**config.mk**
```make
export PLATFORM = sky130hd
export DESIGN_NAME = tx_block_scheduler
export DESIGN_NICKNAME = d
export VERILOG_FILES = /design/src/rtl/tx_block_scheduler.sv
export SDC_FILE = /design/constraint.sdc
export NUM_CORES = 1
export LEC_CHECK = 0
export CAP_MARGIN = 5
export CORE_ASPECT_RATIO = 1.25
export CORE_MARGIN = 2
export CORE_UTILIZATION = 40
export DETAILED_ROUTE_END_ITERATION = 7
export HOLD_SLACK_MARGIN = 0.03
export MAX_ROUTING_LAYER = met4
export PLACE_DENSITY_LB_ADDON = 0.08
export SETUP_SLACK_MARGIN = 0.02
export SYNTH_ARGS = -nofsm -noshare
export SYNTH_HDL_FRONTEND = slang
export SYNTH_SLANG_ARGS = --single-unit
```
**constraint.sdc**
```tcl
create_clock -name clk -period 2.6 [get_ports clk]
set_input_delay 0.52 -clock clk [delete_from_list [all_inputs] [get_ports clk]]
set_output_delay 0.52 -clock clk [all_outputs]
set_load 0.02 [all_outputs]
```
**src/rtl/tx_block_scheduler.sv**
```systemverilog
`default_nettype none
// ============================================================================
// Module   : tx_block_scheduler
// Purpose  : Per-cycle TX sequencer in front of data_controller. Chooses,
//            cycle by cycle, whether the lanes carry IDLE blocks, clock-
//            compensation (CC) ordered sets or AXI user data. Sends the
//            post-init warm-up idles and inserts periodic CC bursts that
//            may preempt an open frame.
// Ports    : clk                   - system clock (rising edge)
//            rst_n                 - synchronous active-low reset
//            channel_init_finished - lane/channel init complete (level)
//            axi_valid, axi_last   - AXI-Stream TX handshake inputs
//            axi_ready             - AXI-Stream TX ready (from registers)
//            block_sel             - 0=IDLE 1=DATA 2=CC (3 never driven)
//            data_last             - qualifies DATA as last word of frame
//            frame_active          - frame started, last word not yet sent
//            cc_active             - scheduler is in a CC burst
//            sched_ready           - scheduler is in RUN or CC
// Revision : 1.0 - initial release
// ============================================================================
module tx_block_scheduler #(
  parameter int CC_PERIOD    = 10000,
  parameter int CC_LENGTH    = 3,
  parameter int WARMUP_IDLES = 4
) (
  input  logic       clk,
  input  logic       rst_n,
  input  logic       channel_init_finished,
  input  logic       axi_valid,
  input  logic       axi_last,
  output logic       axi_ready,
  output logic [1:0] block_sel,
  output logic       data_last,
  output logic       frame_active,
  output logic       cc_active,
  output logic       sched_ready
);

  localparam int CNT_W   = (CC_PERIOD > 1) ? $clog2(CC_PERIOD) : 1;
  localparam int LEN_MAX = (CC_LENGTH > WARMUP_IDLES) ? CC_LENGTH : WARMUP_IDLES;
  localparam int LEN_W   = (LEN_MAX > 1) ? $clog2(LEN_MAX) : 1;

  localparam logic [CNT_W-1:0] CC_CNT_LAST = CNT_W'(CC_PERIOD - 1);
  localparam logic [LEN_W-1:0] WARM_LAST   = LEN_W'(WARMUP_IDLES - 1);
  localparam logic [LEN_W-1:0] CC_LEN_LAST = LEN_W'(CC_LENGTH - 1);

  localparam logic [1:0] SEL_IDLE = 2'd0;
  localparam logic [1:0] SEL_DATA = 2'd1;
  localparam logic [1:0] SEL_CC   = 2'd2;

  typedef enum logic [1:0] {
    ST_INIT   = 2'd0,
    ST_WARMUP = 2'd1,
    ST_RUN    = 2'd2,
    ST_CC     = 2'd3
  } state_t;

  state_t           state_q, state_d;
  logic [CNT_W-1:0] cc_cnt_q, cc_cnt_d;
  logic [LEN_W-1:0] len_cnt_q, len_cnt_d;
  logic [1:0]       block_sel_q, block_sel_d;
  logic             data_last_q, data_last_d;
  logic             frame_active_q, frame_active_d;
  logic             cc_active_q, cc_active_d;
  logic             sched_ready_q, sched_ready_d;

  logic             xfer;
  logic [CNT_W-1:0] cc_cnt_inc;

  // Ready is withheld on the cycle before a CC burst so that no accepted
  // word can collide with CC entry.
  assign axi_ready = (state_q == ST_RUN) && (cc_cnt_q != CC_CNT_LAST) &&
                     channel_init_finished;
  assign xfer       = axi_valid && axi_ready;
  assign cc_cnt_inc = (cc_cnt_q == CC_CNT_LAST) ? '0 : cc_cnt_q + CNT_W'(1);

  always_comb begin
    state_d   = state_q;
    cc_cnt_d  = cc_cnt_q;
    len_cnt_d = len_cnt_q;

    case (state_q)
      ST_INIT: begin
        cc_cnt_d  = '0;
        len_cnt_d = '0;
        if (channel_init_finished) begin
          state_d = ST_WARMUP;
        end
      end
      ST_WARMUP: begin
        cc_cnt_d = cc_cnt_inc;
        if (len_cnt_q == WARM_LAST) begin
          state_d   = ST_RUN;
          len_cnt_d = '0;
        end else begin
          len_cnt_d = len_cnt_q + LEN_W'(1);
        end
      end
      ST_RUN: begin
        cc_cnt_d  = cc_cnt_inc;
        len_cnt_d = '0;
        if (cc_cnt_q == CC_CNT_LAST) begin
          state_d = ST_CC;
        end
      end
      ST_CC: begin
        cc_cnt_d = cc_cnt_inc;
        if (len_cnt_q == CC_LEN_LAST) begin
          state_d   = ST_RUN;
          len_cnt_d = '0;
        end else begin
          len_cnt_d = len_cnt_q + LEN_W'(1);
        end
      end
      default: begin
        state_d = ST_INIT;
      end
    endcase

    // Losing the channel overrides everything and restarts from INIT.
    if (!channel_init_finished) begin
      state_d   = ST_INIT;
      cc_cnt_d  = '0;
      len_cnt_d = '0;
    end

    // Output registers decode the next state so they line up with block_sel.
    if (state_d == ST_CC) begin
      block_sel_d = SEL_CC;
    end else if (xfer) begin
      block_sel_d = SEL_DATA;
    end else begin
      block_sel_d = SEL_IDLE;
    end
    data_last_d   = xfer && axi_last;
    cc_active_d   = (state_d == ST_CC);
    sched_ready_d = (state_d == ST_RUN) || (state_d == ST_CC);

    // An open frame survives CC; only a channel drop aborts it.
    frame_active_d = frame_active_q;
    if (xfer) begin
      frame_active_d = !axi_last;
    end
    if (!channel_init_finished) begin
      frame_active_d = 1'b0;
    end
  end

  always_ff @(posedge clk) begin
    if (!rst_n) begin
      state_q        <= ST_INIT;
      cc_cnt_q       <= '0;
      len_cnt_q      <= '0;
      block_sel_q    <= SEL_IDLE;
      data_last_q    <= 1'b0;
      frame_active_q <= 1'b0;
      cc_active_q    <= 1'b0;
      sched_ready_q  <= 1'b0;
    end else begin
      state_q        <= state_d;
      cc_cnt_q       <= cc_cnt_d;
      len_cnt_q      <= len_cnt_d;
      block_sel_q    <= block_sel_d;
      data_last_q    <= data_last_d;
      frame_active_q <= frame_active_d;
      cc_active_q    <= cc_active_d;
      sched_ready_q  <= sched_ready_d;
    end
  end

  assign block_sel    = block_sel_q;
  assign data_last    = data_last_q;
  assign frame_active = frame_active_q;
  assign cc_active    = cc_active_q;
  assign sched_ready  = sched_ready_q;

endmodule
`default_nettype wire

```
==> key figures, run 1 <==
Worst setup path
  • Cell Chain, Critical Path: ha_1, and3_1, a41oi_2, and2_1, dlygate4sd2_1
  • Worst r2r path cells: 5
  • CP max stage delay: 0.35 ns
  • CP startpoint kind: register
  • WP data arrival: approximately 1.9 ns
  • CP Launch Point: cc_cnt_q[0]$_SDFF_PP0_
  • Slowest CP cell: dfxtp_1
  • WS Path Type: register to output pin
  • Worst r2r src: cc_cnt_q[0]$_SDFF_PP0_
  • Crit-path max FO: 5
  • Worst EP required: ~2.1 ns
  • Worst Setup End Kind: output pin

Synth
  • Gate count after technology mapping: ~110
  • Top cell type's share of synthesized area: a little under half
  • Yosys warns: 0
  • Synthesized area per cell: between 9 and 10 um^2
  • Largest cells by area after synthesis: dfxtp_1, xor2_1, nor2_1
  • Multiplexer share of the synthesized area: a little over 3%
  • Main synth FF type: dfxtp_1
  • Post-Synthesis Net Count: ~120
  • Synth area leader: dfxtp_1
  • XOR/XNOR Fraction of Synth Area: 9.42%
  • Asr flop ratio synth: 0%
  • Synthesized cell area: slightly above 1000 um^2
  • Main combinational cell family by area after synthesis: simple AND/OR/NAND/NOR gates
  • Simple-gate area share of the yosys netlist: about a quarter
  • Synth Area in Compound Gates: under 10%
  • Most common cell in the netlist: dfxtp_1
  • Synth cell count leaders: dfxtp_1, nor2_1, xor2_1
  • Synth unique cells: 28
  • Post-Synth Adder-Cell Area: under 10%
  • Synth Register Bits: 23
  • Number of synthesized flops with an enable pin: 0
  • Sequential-to-total area share from yosys stat: ~45%

Finish
  • Antenna diode instance count: 0
  • Post-layout nets: 127
  • Area of the multi-input gates: about 500 um^2
  • Share of cells above drive strength 1: slightly below 8%
  • Area grow syn2layout: 14.4%
  • Reg area: ~460 um^2
  • Final Cell Area: between 1000 and 1500 um^2
  • Fill cell count: 253

Timing
  • RSZ-0062 raised after global routing: false
  • Final min period: 2.44 ns
  • Worst-Margin Slew: 0.617 ns
  • Final Setup Violations: 0
  • Final slew viol count: 0
  • Achievable frequency: between 0.4 and 0.5 GHz
  • Post-route setup TNS: 0 ns
  • Clock Skew: between 0.0007 and 0.0008 ns
  • Final worst-path cycle share: 93.9%
  • Fin. Hold Viols: 0
  • Slew Limit Headroom: between 50% and 60%

Die
  • # IOs: 12
  • Initial Util: a little over two fifths
  • Die X: between 40 and 50 um
  • # rows: 20
  • Die Area: 2980 um^2
  • Core Region: approximately 2400 um^2
  • Die H: 60.5 um

Clock tree
  • CTS Root Cell: clkbuf_4
  • CTS Sinks: 23
  • Htree depth: 1
  • Clock Pin Slew Worst Setup and Hold Paths: roughly 0.12 ns
  • CTS tree: built
  • Clock latency on the worst-skew pair: 0.31 ns
  • Post-CTS Hold Fix Bufs: 0
  • Max clock buf depth: 2
  • CTS Buf Count: 3

Detailed routing
  • Initial drt markers: 5
  • Drt pass-1 iters: 4
  • Vias/cell: slightly below 5
  • DRT antenna net count: 0
  • Post-DR wirelength/cell: about 11 um
  • Via Count: roughly 720
  • Residual DRC: 0
  • Total Routed Length: ~1700 um

Hold path
  • HP Start: cc_cnt_q[0]$_SDFF_PP0_
  • Hold-critical path depth: 1
  • Hold Crit Class: register to register

Place
  • Placed inst area: around 1100 um^2
  • Port Buffers: 11
  • Dpl hpwl: 1300 um
  • Final GP Congestion: 0.720

Global routing
  • Largest net degree at the start of global routing: 15
  • Gr usage total: 13.4%
  • Initial antenna violation count: 0
  • GRT overflow: 0
  • Vias in the first global route: 711
  • Global-route wire length before repair: between 2000 and 3000 um

Outcome
  • Status: finished, final reports clean

Pwr
  • Pwr per Cell Area: 459 nW/um^2
  • Worst VDD drop: around 0.00024 V
  • P_leak: about 0.00042 uW

Run
  • MaxCap Viol Count: 0
[sequential cells by signal (all words and copies together), names as in the netlist]
name,cells
len_cnt_q,2
cc_cnt_q,14
block_sel,2
data_last,1
sched_ready,1
state_q,2
frame_active,1
[final timing paths]
path         slack [ns]                   endpoint
max reg2reg        1.03  frame_active$_SDFFE_PN0N_
min reg2reg        0.48     cc_cnt_q[0]$_SDFF_PP0_
min                0.48     cc_cnt_q[0]$_SDFF_PP0_
max                0.16                  axi_ready
[routing by layer]
layer,GRT usage (%),vias up,share of wire (%)
met1,13.3,331,43
met5,-,-,0
met4,9.80,0,2.1
met3,2.22,4,2.0
li1,-,381,-
met2,23.9,7,53
[power by group]
group / internal (uW) / switching [uW] / leakage (uW)
Sequential: 354 / 2.39 / 0.000186
Combinational: 8.64 / 6.83 / 0.000217
Clock: 60.0 / 105 / 0.0000150
Total: 423 / 114 / 0.000418
[cell type report]
type / instances / share of cell area (%)
Inverter: 3 / 0.963
Clock buffer: 4 / 2.25
Sequential cell: 23 / 39.4
Multi-Input combinational cell: 74 / 44.0
Tap cell: 33 / 3.53
Timing Repair Buffer: 12 / 9.95
[placed cells by master (no fill, tap or decap), types with 2 or more instances in the layout]
cell type and count:
xnor2_1 2, nand4_1 6, a21oi_1 4, nand3_1 2
inv_1 3, dfxtp_1 23, nor2_1 17, nand2_1 5
nor3_1 2, xor2_1 9, clkdlybuf4s50_1 10, ha_1 5
and3_1 5, and2_1 3, mux2i_1 2, clkbuf_4 3
and4_1 2
[logic make-up after synthesis]
| logic type | after synthesis |
|---|---|
| simple gates | 46 |
| mux | 3 |
| compound gates | 9 |
| fa+ha+maj | 5 |
| buf+inv | 8 |
| flops | 23 |
| xor+xnor | 11 |
[timing repair]
item | CTS | global route
setup endpoints to repair | 1 | 0
buffers inserted | 0 | 0
gates resized for setup | 1 | 0
[through the flow]
step	hold slack, ns	setup slack [ns]	utilization (%)	total power, uW	cells
final	0.476	0.160	48.2	537	149
after global routing	0.511	0.0298	48.2	560	149
after CTS	0.485	0.133	48.2	549	149
after detailed placement	0.456	0.242	47.2	380	145
after global placement	0.440	0.256	47.2	380	145
after floorplan	0.426	0.814	-	372	105
[critical path: cells and delay by family (launching register included)]
family	cells	cell delay (ns)
AO/OA/AOI/OAI	1	0.30
adder cells (fa/ha/maj)	1	0.23
buffers and inverters	1	0.33
flip-flops	1	0.35
AND/OR/NAND/NOR	2	0.40
Power figures use the tool's default switching activity.
==> inputs of run 2 (changes only) <==
--- a/config.mk
+++ b/config.mk
@@ -8,7 +8,7 @@
 export CAP_MARGIN = 5
 export CORE_ASPECT_RATIO = 1.25
 export CORE_MARGIN = 2
-export CORE_UTILIZATION = 40
+export CORE_UTILIZATION = 55
 export DETAILED_ROUTE_END_ITERATION = 7
 export HOLD_SLACK_MARGIN = 0.03
 export MAX_ROUTING_LAYER = met4
==> run 2 against run 1 <==
Against the previous run: total power decreased by 1.4%; final area decreased by 2.1%; critical endpoint unchanged; sequential power about the same; highest routed layer unchanged; worst hold slack improved by 0.0053 ns; combinational power about the same; critical path depth unchanged; clock power decreased by 5%; sequential cell count unchanged; largest power group unchanged; clock-buffer cell count unchanged; sequential share of layout area increased by 0.86 points.
==> key figures, run 2 (synthesis results as in run 1) <==
Worst setup path
  • Worst reg2reg endpoint: frame_active$_SDFFE_PN0N_
  • Buf/Inv on CP: 1
  • CP startpoint kind: register
  • Worst Setup End Kind: output pin
  • Cell Chain, Critical Path: ha_1, and3_1, a41oi_2, and2_1, dlygate4sd2_1
  • Crit-path max FO: 5
  • WP data arrival: 1.90 ns
  • Slowest CP cell: dfxtp_1
  • R2r setup slk: roughly 1.1 ns
  • Cell family with most CP delay: simple AND/OR/NAND/NOR gates
  • CP max stage delay: around 0.35 ns
  • Worst r2r src: cc_cnt_q[0]$_SDFF_PP0_
  • Worst r2r path cells: 5
  • Worst EP required: 2.08 ns
  • WS Path Type: register to output pin

Clock tree
  • Clock latency on the worst-skew pair: 0.30 ns
  • Max clock buf depth: 2
  • CTS Sinks: 23
  • CTS Buf Count: 3
  • CTS Root Cell: clkbuf_4
  • Htree depth: 1
  • CTS tree: built
  • Clock Pin Slew Worst Setup and Hold Paths: roughly 0.11 ns
  • Post-CTS Hold Fix Bufs: 0

Place
  • Dpl hpwl: between 1000 and 1500 um
  • Final GP Congestion: between 0.7 and 0.8
  • Port Buffers: 11

Pwr
  • Logic gate share of total power: around 3%
  • Sw frac: 20.2%
  • Worst VDD drop: roughly 0.00038 V
  • Clock power frac: 29.7%
  • Internal power: between 400 and 500 uW
  • Switch Pwr: ~110 uW
  • P_leak: ~0.00041 uW
  • Seq pwr share: between 60% and 70%
  • PnR Total Power: 530 uW
  • Pwr per Cell Area: approximately 460 nW/um^2

Global routing
  • Gr usage total: between 15 and 20%
  • Global-route wire length before repair: roughly 3100 um
  • Largest net degree at the start of global routing: 15
  • GRT overflow: 0
  • Initial antenna violation count: 0
  • Vias in the first global route: 754

Timing
  • RSZ-0062 raised after global routing: false
  • Final worst-path cycle share: 92.9%
  • Final Setup Violations: 0
  • Final slew viol count: 0
  • Worst-Margin Slew: 0.586 ns
  • Fin. Hold Viols: 0
  • Clock Skew: ~0.0015 ns
  • Slew Limit Headroom: between 60% and 70%
  • Post-route setup TNS: 0 ns
  • Achievable frequency: ~0.41 GHz
  • Final min period: around 2.4 ns

Detailed routing
  • Vias/cell: 5.46
  • Drt pass-1 iters: 4
  • Initial drt markers: 20
  • Via Count: approximately 730
  • Post-DR wirelength/cell: between 10 and 15 um
  • Total Routed Length: 1670 um
  • Residual DRC: 0
  • DRT antenna net count: 0

Die
  • Initial Util: between 50% and 60%
  • # rows: 17
  • Die Area: between 2000 and 2500 um^2
  • Die H: roughly 52 um
  • Core Region: roughly 1800 um^2
  • # IOs: 12
  • Die X: about 43 um

Finish
  • Most common cell after layout, fill and taps aside: dfxtp_1
  • Biggest register: cc_cnt_q
  • Reg area: roughly 460 um^2
  • Most frequent cells in the layout: dfxtp_1, nor2_1, clkdlybuf4s50_1
  • Post-layout nets: 126
  • Max reg flops: 14
  • Fill cell count: between 150 and 200
  • Area of the multi-input gates: 514 um^2
  • Antenna diode instance count: 0
  • Share of cells above drive strength 1: 6.96%
  • Area grow syn2layout: 12.0%

Hold path
  • Worst hold endpoint: cc_cnt_q[0]$_SDFF_PP0_
  • Hold Crit Class: register to register
  • Hold-critical path depth: 1
  • HP Start: cc_cnt_q[0]$_SDFF_PP0_

Outcome
  • Status: finished, final reports clean

Run
  • MaxCap Viol Count: 0
run 2: power groups by stage:
| stage | clock network [uW] | registers, uW | logic, uW |
|---|---|---|---|
| after global routing | 180 | 357 | 17.9 |
| after global placement | 0 | 364 | 15.3 |
| after CTS | 163 | 356 | 16.1 |
| final | 157 | 356 | 15.8 |
| after detailed placement | 0 | 364 | 16.0 |
| after floorplan | 0 | 364 | 7.64 |
run 2: metal layers:
| metal | track usage (%) | up-vias | routed length (um) |
|---|---|---|---|
| li1 | - | 379 | - |
| met1 | 20.0 | 341 | 678 |
| met2 | 35.4 | 7 | 925 |
| met3 | 4.14 | 5 | 31 |
| met4 | 7.81 | 0 | 30 |
| met5 | - | - | 0 |
run 2: worst max-delay path by stage:
stage | startpoint | end | slack [ns] | cells after the start
2_1_floorplan | cc_cnt_q[0]$_SDFF_PP0_ | axi_ready | 0.81 | 4
3_3_place_gp | cc_cnt_q[0]$_SDFF_PP0_ | axi_ready | 0.26 | 5
3_5_place_dp | cc_cnt_q[0]$_SDFF_PP0_ | axi_ready | 0.25 | 5
4_1_cts | cc_cnt_q[0]$_SDFF_PP0_ | axi_ready | 0.16 | 5
5_1_grt | cc_cnt_q[0]$_SDFF_PP0_ | axi_ready | 0.03 | 5
6_report | cc_cnt_q[0]$_SDFF_PP0_ | axi_ready | 0.18 | 5
run 2: metrics by stage:
stage	instances	instance area, um^2	worst slack [ns]	util (%)	hold WS (ns)
after global routing	134	1140	0.0311	64.8	0.521
after CTS	134	1140	0.159	64.8	0.491
after floorplan	105	1020	0.814	-	0.426
after global placement	130	1120	0.262	63.4	0.440
final	134	1140	0.183	64.8	0.481
after detailed placement	130	1120	0.245	63.4	0.457
run 2: cell type report:
| type | instances | area share [%] |
|---|---|---|
| sequential | 23 | 40.2 |
| tap | 19 | 2.08 |
| timing repair buffer | 11 | 9.51 |
| inverter | 3 | 0.984 |
| clock buffer | 4 | 2.30 |
| multi-input combinational | 74 | 44.9 |
run 2: repair_timing:
item | in CTS | in global routing
endpoints found under the setup margin | 1 | 0
gates resized for setup | 1 | 0
setup buffers | 0 | 0
hold endpoints to repair | 0 | 0
